--- src/rtl/multicycle_controller_pkg.sv ---
// Shared types and encodings for the multicycle instruction controller.
package multicycle_controller_pkg;

  localparam int unsigned OPCODE_W = 6;
  localparam int unsigned ALU_OP_W = 3;
  localparam int unsigned PC_SRC_W = 2;

  typedef enum logic [2:0] {
    FETCH     = 3'd0,
    DECODE    = 3'd1,
    EXECUTE   = 3'd2,
    MEMORY    = 3'd3,
    WRITEBACK = 3'd4
  } state_e;

  // Opcode class prefixes, matched against the top bits of the opcode
  localparam logic [1:0] CLS_REG  = 2'b00;
  localparam logic [1:0] CLS_IMM  = 2'b01;
  localparam logic [2:0] CLS_MEM  = 3'b100;
  localparam logic [2:0] CLS_CJMP = 3'b101;
  localparam logic [3:0] CLS_JMP  = 4'b1100;

  // Memory subfunction in opcode[2:1]
  localparam logic [1:0] FN_STM = 2'b00;
  localparam logic [1:0] FN_LDM = 2'b01;

  localparam logic [PC_SRC_W-1:0] PC_INC   = 2'd0;
  localparam logic [PC_SRC_W-1:0] PC_OFF   = 2'd1;
  localparam logic [PC_SRC_W-1:0] PC_CONST = 2'd2;

  typedef enum logic [2:0] {
    OC_REG     = 3'd0,
    OC_IMM     = 3'd1,
    OC_MEM     = 3'd2,
    OC_CJMP    = 3'd3,
    OC_JMP     = 3'd4,
    OC_ILLEGAL = 3'd5
  } op_class_e;

  typedef struct packed {
    op_class_e             cls;
    logic                  is_ldm;
    logic                  is_jnz;
    logic [ALU_OP_W-1:0]   alu_fn;
  } op_decode_t;

endpackage

--- src/rtl/opcode_classifier.sv ---
// Combinational opcode decode into instruction class and subfunction.
module opcode_classifier
  import multicycle_controller_pkg::*;
(
  input  logic [OPCODE_W-1:0] opcode,
  output op_decode_t          dec
);

  always_comb begin
    dec        = '0;
    dec.cls    = OC_ILLEGAL;
    dec.alu_fn = opcode[ALU_OP_W-1:0];
    if (opcode[5:4] == CLS_REG) begin
      dec.cls = OC_REG;
    end else if (opcode[5:4] == CLS_IMM) begin
      dec.cls = OC_IMM;
    end else if (opcode[5:3] == CLS_MEM) begin
      // Only STM and LDM are defined; other memory subfunctions stay illegal
      if (opcode[2:1] == FN_STM) begin
        dec.cls = OC_MEM;
      end else if (opcode[2:1] == FN_LDM) begin
        dec.cls    = OC_MEM;
        dec.is_ldm = 1'b1;
      end
    end else if (opcode[5:3] == CLS_CJMP) begin
      dec.cls    = OC_CJMP;
      dec.is_jnz = opcode[2];
    end else if (opcode[5:2] == CLS_JMP) begin
      dec.cls = OC_JMP;
    end
  end

endmodule

--- src/rtl/multicycle_controller.sv ---
// Multicycle FSM sequencing fetch, decode, execute, memory and writeback.
module multicycle_controller
  import multicycle_controller_pkg::*;
(
  input  logic                clk,
  input  logic                rst_n,
  input  logic [OPCODE_W-1:0] opcode,
  input  logic                zero,
  input  logic                mem_ready,
  output logic                mem_req,
  output logic                mem_addr_sel,
  output logic                mem_read,
  output logic                mem_write,
  output logic                ir_load,
  output logic                pc_load,
  output logic [PC_SRC_W-1:0] pc_src,
  output logic [ALU_OP_W-1:0] alu_op,
  output logic                alu_src_const,
  output logic                rf_write_en,
  output logic                rf_in_sel,
  output logic                busy,
  output logic                illegal
);

  state_e              state_q, state_d;
  logic [OPCODE_W-1:0] op_q;
  logic [OPCODE_W-1:0] cls_op;
  op_decode_t          dec;

  // DECODE acts on the live IR opcode; later states use the latched copy
  assign cls_op = (state_q == DECODE) ? opcode : op_q;

  opcode_classifier u_classifier (
    .opcode (cls_op),
    .dec    (dec)
  );

  always_ff @(posedge clk) begin
    if (!rst_n) begin
      state_q <= FETCH;
      op_q    <= '0;
    end else begin
      state_q <= state_d;
      if (state_q == DECODE) op_q <= opcode;
    end
  end

  // Next-state and output decode; everything is forced low while in reset
  always_comb begin
    state_d       = state_q;
    mem_req       = 1'b0;
    mem_addr_sel  = 1'b0;
    mem_read      = 1'b0;
    mem_write     = 1'b0;
    ir_load       = 1'b0;
    pc_load       = 1'b0;
    pc_src        = PC_INC;
    alu_op        = '0;
    alu_src_const = 1'b0;
    rf_write_en   = 1'b0;
    rf_in_sel     = 1'b0;
    busy          = 1'b0;
    illegal       = 1'b0;
    if (rst_n) begin
      case (state_q)
        FETCH: begin
          mem_req  = 1'b1;
          mem_read = 1'b1;
          if (mem_ready) begin
            ir_load = 1'b1;
            state_d = DECODE;
          end
        end
        DECODE: begin
          busy = 1'b1;
          case (dec.cls)
            OC_REG, OC_IMM, OC_MEM: state_d = EXECUTE;
            OC_JMP: begin
              pc_load = 1'b1;
              pc_src  = PC_CONST;
              state_d = FETCH;
            end
            OC_CJMP: begin
              // JZ taken on zero=1, JNZ taken on zero=0
              pc_load = 1'b1;
              pc_src  = (dec.is_jnz ^ zero) ? PC_OFF : PC_INC;
              state_d = FETCH;
            end
            default: begin
              illegal = 1'b1;
              pc_load = 1'b1;
              pc_src  = PC_INC;
              state_d = FETCH;
            end
          endcase
        end
        EXECUTE: begin
          busy          = 1'b1;
          alu_op        = dec.alu_fn;
          alu_src_const = (dec.cls != OC_REG);
          state_d       = (dec.cls == OC_MEM) ? MEMORY : WRITEBACK;
        end
        MEMORY: begin
          busy          = 1'b1;
          mem_req       = 1'b1;
          mem_addr_sel  = 1'b1;
          alu_src_const = 1'b1;
          mem_read      = dec.is_ldm;
          mem_write     = ~dec.is_ldm;
          if (mem_ready) begin
            if (dec.is_ldm) begin
              state_d = WRITEBACK;
            end else begin
              pc_load = 1'b1;
              pc_src  = PC_INC;
              state_d = FETCH;
            end
          end
        end
        WRITEBACK: begin
          busy        = 1'b1;
          rf_write_en = 1'b1;
          rf_in_sel   = dec.is_ldm;
          pc_load     = 1'b1;
          pc_src      = PC_INC;
          state_d     = FETCH;
        end
        default: state_d = FETCH;
      endcase
    end
  end

endmodule
--- config.mk ---
export PLATFORM = sky130hd
export DESIGN_NAME = multicycle_controller
export DESIGN_NICKNAME = d
export VERILOG_FILES = /design/src/rtl/multicycle_controller_pkg.sv /design/src/rtl/opcode_classifier.sv /design/src/rtl/multicycle_controller.sv
export SDC_FILE = /design/constraint.sdc
export NUM_CORES = 1
export LEC_CHECK = 0
export ABC_CLOCK_PERIOD_IN_PS = 2300
export BUFFER_PORTS_ARGS = -buffer_cell sky130_fd_sc_hd__buf_2
export CORE_UTILIZATION = 42
export DETAILED_ROUTE_END_ITERATION = 16
export PLACE_DENSITY = 0.73
export REMOVE_ABC_BUFFERS = 1
export SETUP_SLACK_MARGIN = 0.02
export SLEW_MARGIN = 15
export SYNTH_ARGS = -nofsm -noshare
export SYNTH_HDL_FRONTEND = slang
export SYNTH_HIERARCHICAL = 1
export SYNTH_SLANG_ARGS = --single-unit
--- constraint.sdc ---
create_clock -name clk -period 2.3 [get_ports clk]
set_clock_uncertainty 0.1 [all_clocks]
set_input_delay 0.345 -clock clk [delete_from_list [all_inputs] [get_ports clk]]
set_output_delay 0.345 -clock clk [all_outputs]
set_load 0.05 [all_outputs]
Word-level counts from Yosys, hierarchy flattened
Cells that the tools add are included.
Storage, ports and cells
  flip-flop bits (word level): 9
  input port bits: 10
  output and inout port bits: 16
  logic and storage cells: 82
Cells by class
  equality and inequality tests: 15
  mux-type cells: 53
  bitwise gates (word level): 2
  reduce and logical (&&, ||, !) cells: 10
Operators by type and width (number)
  $mux W3: 11
  $mux W1: 30
  $eq A3 B2 Y1 const B: 4
  $eq A3 B3 Y1 const B: 4
  $pmux W3 S4: 1
  $mux W2: 5
  $eq A3 B1 Y1 const B: 2
  $logic_not A3 Y1: 2
  $mux W6: 1
  $reduce_or A5 Y1: 1
  $eq A2 B1 Y1 const B: 2
  $eq A4 B4 Y1 const B: 1
  $logic_not A2 Y1: 2
  $mux W4: 1
  $ne A2 B2 Y1 const B: 2
  $pmux W1 S2: 2
  $pmux W2 S2: 1
  $reduce_or A4 Y1: 1
  $pmux W1 S3: 1
  $reduce_bool A3 Y1: 1
  $reduce_or A3 Y1: 1
  $reduce_and A2 Y1: 1
  $reduce_or A2 Y1: 1
  $not A1 Y1: 1
  $xor A1 B1 Y1: 1

Longest topological paths before layout
  depth after elaboration: 13
  depth in mapped cells: 8
  gate-level depth less buffers: 7

Hierarchy
Netlist, hierarchy kept.
Modules (own cells, without submodules)
  multicycle_controller: times used 1, cells an instance 73, area an instance 590.6 sq um, seq. area each 180.2 sq um
  opcode_classifier: times used 1, cells an instance 12, area an instance 76.3 sq um, seq. area each 0.0 sq um

Worst setup path after synthesis
Ideal clock, no wire load.
  kind: flip-flop to output port
  start point: register state_q[1]
  end point: output pc_load
  data arrival time: 2.598 ns
  required time: 1.855 ns
  path slack: -0.743 ns
  stages on the path, launching flop included: 9
  buffers on the path: 1
  cells stage by stage: dfxtp_1 > buf_6 > nor3b_4 > mux2_2 > nor2b_2 > and3_1 > nor4bb_1 > a21oi_1 > o22ai_1
RTL lines
  from (decl): line multicycle_controller.sv:25  | state_e state_q, state_d;
  from (signal assigned): line multicycle_controller.sv:43  | state_q <= state_d;
  to (decl): line multicycle_controller.sv:15  | output logic pc_load,

==> impl_metrics.csv <==
group,metric,value,unit
run_status,status,"finished, violations left",
run_status,violations,"setup timing",
floorplanning,fp.coreArea,1489,µm²
sta,hold_viol,0,
power,power_density,466.1,nW/µm²
cells_and_area,finalNonFillerCells,145,
route,drt-wirelength-per-cell,16.05,µm
logic_synthesis,synth_warnings,6,
cells_and_area,design_area,1222,µm²
run,cap_violations,0,
grt,grt_usage,26.58,%
cells_and_area,layout_common_cells,"buf_6 (17), buf_2 (15), buf_4 (12)",
logic_synthesis,ys_ff_latch,9,
route,drt_iter0_drc,11,
power,combPwrFrac,49.1,%
logic_synthesis,synth.distinct_cells,25,
power,ir_drop,394.3,µV
clock_network,cts_hold_buf,0,
clock_network,clk_path_buf_depth,2,
sta,rsz0062_at_grt,"true",
cells_and_area,fin_nets,140,
grt,grt_start_max_net_pins,15,
route,first_pass_iters,4,
place,dp_slack,-0.2575,ns
place,placed_area,868.3,µm²
power,switching_power,208.7,µW
cells_and_area,area_delta_synth_final,83.30,%
critical_path,cp.required,1.86,ns
critical_path,r2r_start,"state_q[2]",
place,gp_congestion,0.7917,
logic_synthesis,avgSynthCellArea,7.846,µm²
critical_path,crit_fanout,6,
power,p_int,361.1,µW
grt,grt_overflow,0,
sta,finalMaxSlewViolations,0,
power,p_sw_share,36.63,%
grt,grt_pass1_vias,758,
clock_network,clock_sinks,9,
clock_network,h-tree-depth,1,
route,ant_nets,0,
cells_and_area,diodes,0,
power,p_leak,0.5586,nW
clock_network,cts_root_buf,"clkbuf_4",
grt,antenna_found_initial,0,
power,clkPwrFrac,20.7,%
clock_network,clk-insertion-delay-late,0.25,ns
floorplanning,start_util,44.79,%
place,place_inst,133,
sta,slew-limit-headroom,69.28,%
min_path,hold_start,"mem_ready",
critical_path,arrival,2.32,ns
place,dp_hpwl,1330,µm
floorplanning,boundaryPins,26,
route,drt_wl_total,2327,µm
power,sequentialPowerShare,30.2,%
sta,finalWorstSetupSlack,-0.4689,ns
clock_network,cts_tree,"built",
critical_path,startpoint,"state_q[2]",
min_path,hp-class,"primary input to register",
cells_and_area,drive_gt1_share,65.12,%
place,port_buffers,25,
clock_network,cts_buffers,3,
sta,max_freq,361.2,MHz
sta,worstMarginPinSlew,0.4599,ns
sta,setup-tns-final,-3.271,ns
logic_synthesis,synth_cells,85,
logic_synthesis,syn_area,666.9,µm²
cells_and_area,mostFrequentLayoutCell,"buf_6",
clock_network,clk_pin_slew,0.06,ns
route,via_count,780,
route,drc,0,
critical_path,startpoint_type,"register",
sta,period_needed,2.769,ns
route,via_per_inst,5.379,
sta,finalCritPeriodShare,120.4,%
floorplanning,die_w,41.85,µm
floorplanning,std_cell_rows,14,
sta,setup_viol,11,
critical_path,crit_type,"register to output port",
floorplanning,die_h,41.85,µm
floorplanning,die_area,1751,µm²
grt,grt_pass1_wl,3519,µm
critical_path,cp-end-kind,"output port",
logic_synthesis,synth_seq_area_share,27.02,%
cells by family after synthesis:
group | count (synthesis) | share of synthesized area (%)
AO/OA/AOI/OAI | 12 | 10.32
AND/OR/NAND/NOR | 49 | 43.90
XOR/XNOR | 1 | 1.314
flip-flops | 9 | 27.02
buffers and inverters | 8 | 7.318
multiplexers | 6 | 10.13
area by class of cell:
cell class / count / area [µm²]
well taps: 16 / 20.02
repair buffers: 46 / 386.6
flip-flops and latches: 9 / 183.9
fillers: 83 / 266.5
multi-input cells: 68 / 598.1
inverters: 2 / 7.507
clock buffers: 4 / 26.28
power by group through the flow:
stage          clock [mW]  combinational, mW  sequential (mW)
6_report            0.118              0.280            0.172
5_1_grt             0.126              0.294            0.173
2_1_floorplan           0              0.115            0.178
3_3_place_gp            0              0.179            0.174
3_5_place_dp            0              0.185            0.174
4_1_cts             0.122              0.240            0.171
Yosys cell counts:
cell type	number	share of area, %
nor2b_1	9	8.4
inv_1	2	1.1
nand4b_1	1	1.3
nor3b_4	1	2.8
nor4bb_1	1	1.5
nor2_1	10	5.6
mux2_2	6	10
o21a_1	2	2.3
a21oi_1	6	4.5
and2_1	7	6.6
xor2_1	1	1.3
dfxtp_1	9	27
nand2_1	3	1.7
buf_4	3	3.4
buf_6	1	1.7
and3_1	9	8.4
nor3_1	2	1.5
nor2b_2	1	1.3
nand2b_1	1	0.94
nand3_1	2	1.5
a22oi_1	1	1.1
clkbuf_1	2	1.1
nor3b_1	2	2.3
o22ai_1	1	0.94
o21ai_0	2	1.5
per-stage QoR:
stage	utilization (%)	hold slack [ns]	power, mW
global placement	58.32	0.4768	0.3530
detailed placement	58.32	0.4906	0.3590
CTS	73.53	0.3148	0.5332
global route	82.10	0.3530	0.5935
finish	82.10	0.3209	0.5698
floorplan	-	0.3667	0.2924
flip-flops by register name, summed over array words and instances (netlist names):
name and cells:
state_q 3, op_q 6
critical path: stages (launching register included):
cell and delay, ns:
dfxtp_2 0.33, nor3b_4 0.28, buf_6 0.18, mux2_4 0.31
and3_4 0.18, nor4bb_2 0.26, a21oi_1 0.12, o22ai_1 0.18
buf_4 0.22
worst paths after layout:
path | slack [ns] | depth (start not counted) | end
worst min-delay path | 0.32 | 4 | state_q[1]
worst max-delay path | -0.47 | 8 | pc_load
worst max register to register | 0 | 10 | state_q[2]
worst min register to register | 0.50 | 2 | op_q[0]
per-layer routing:
metal  vias up  part of all wire (%)  track usage [%]
li1        378                     -                -
met2        20                    51            45.94
met4         0                   2.9            10.32
met3         8                   2.6            6.522
met1       374                    43            31.27
met5         -                     0                0
what timing repair did:
action / 4_1_cts / 5_1_grt
setup buffers: 5 / 4
pin swaps: 12 / 13
setup endpoints to repair: 11 / 13
resized for setup: 48 / 25
cloned: 0 / 0
Power figures use the tool's default switching activity.
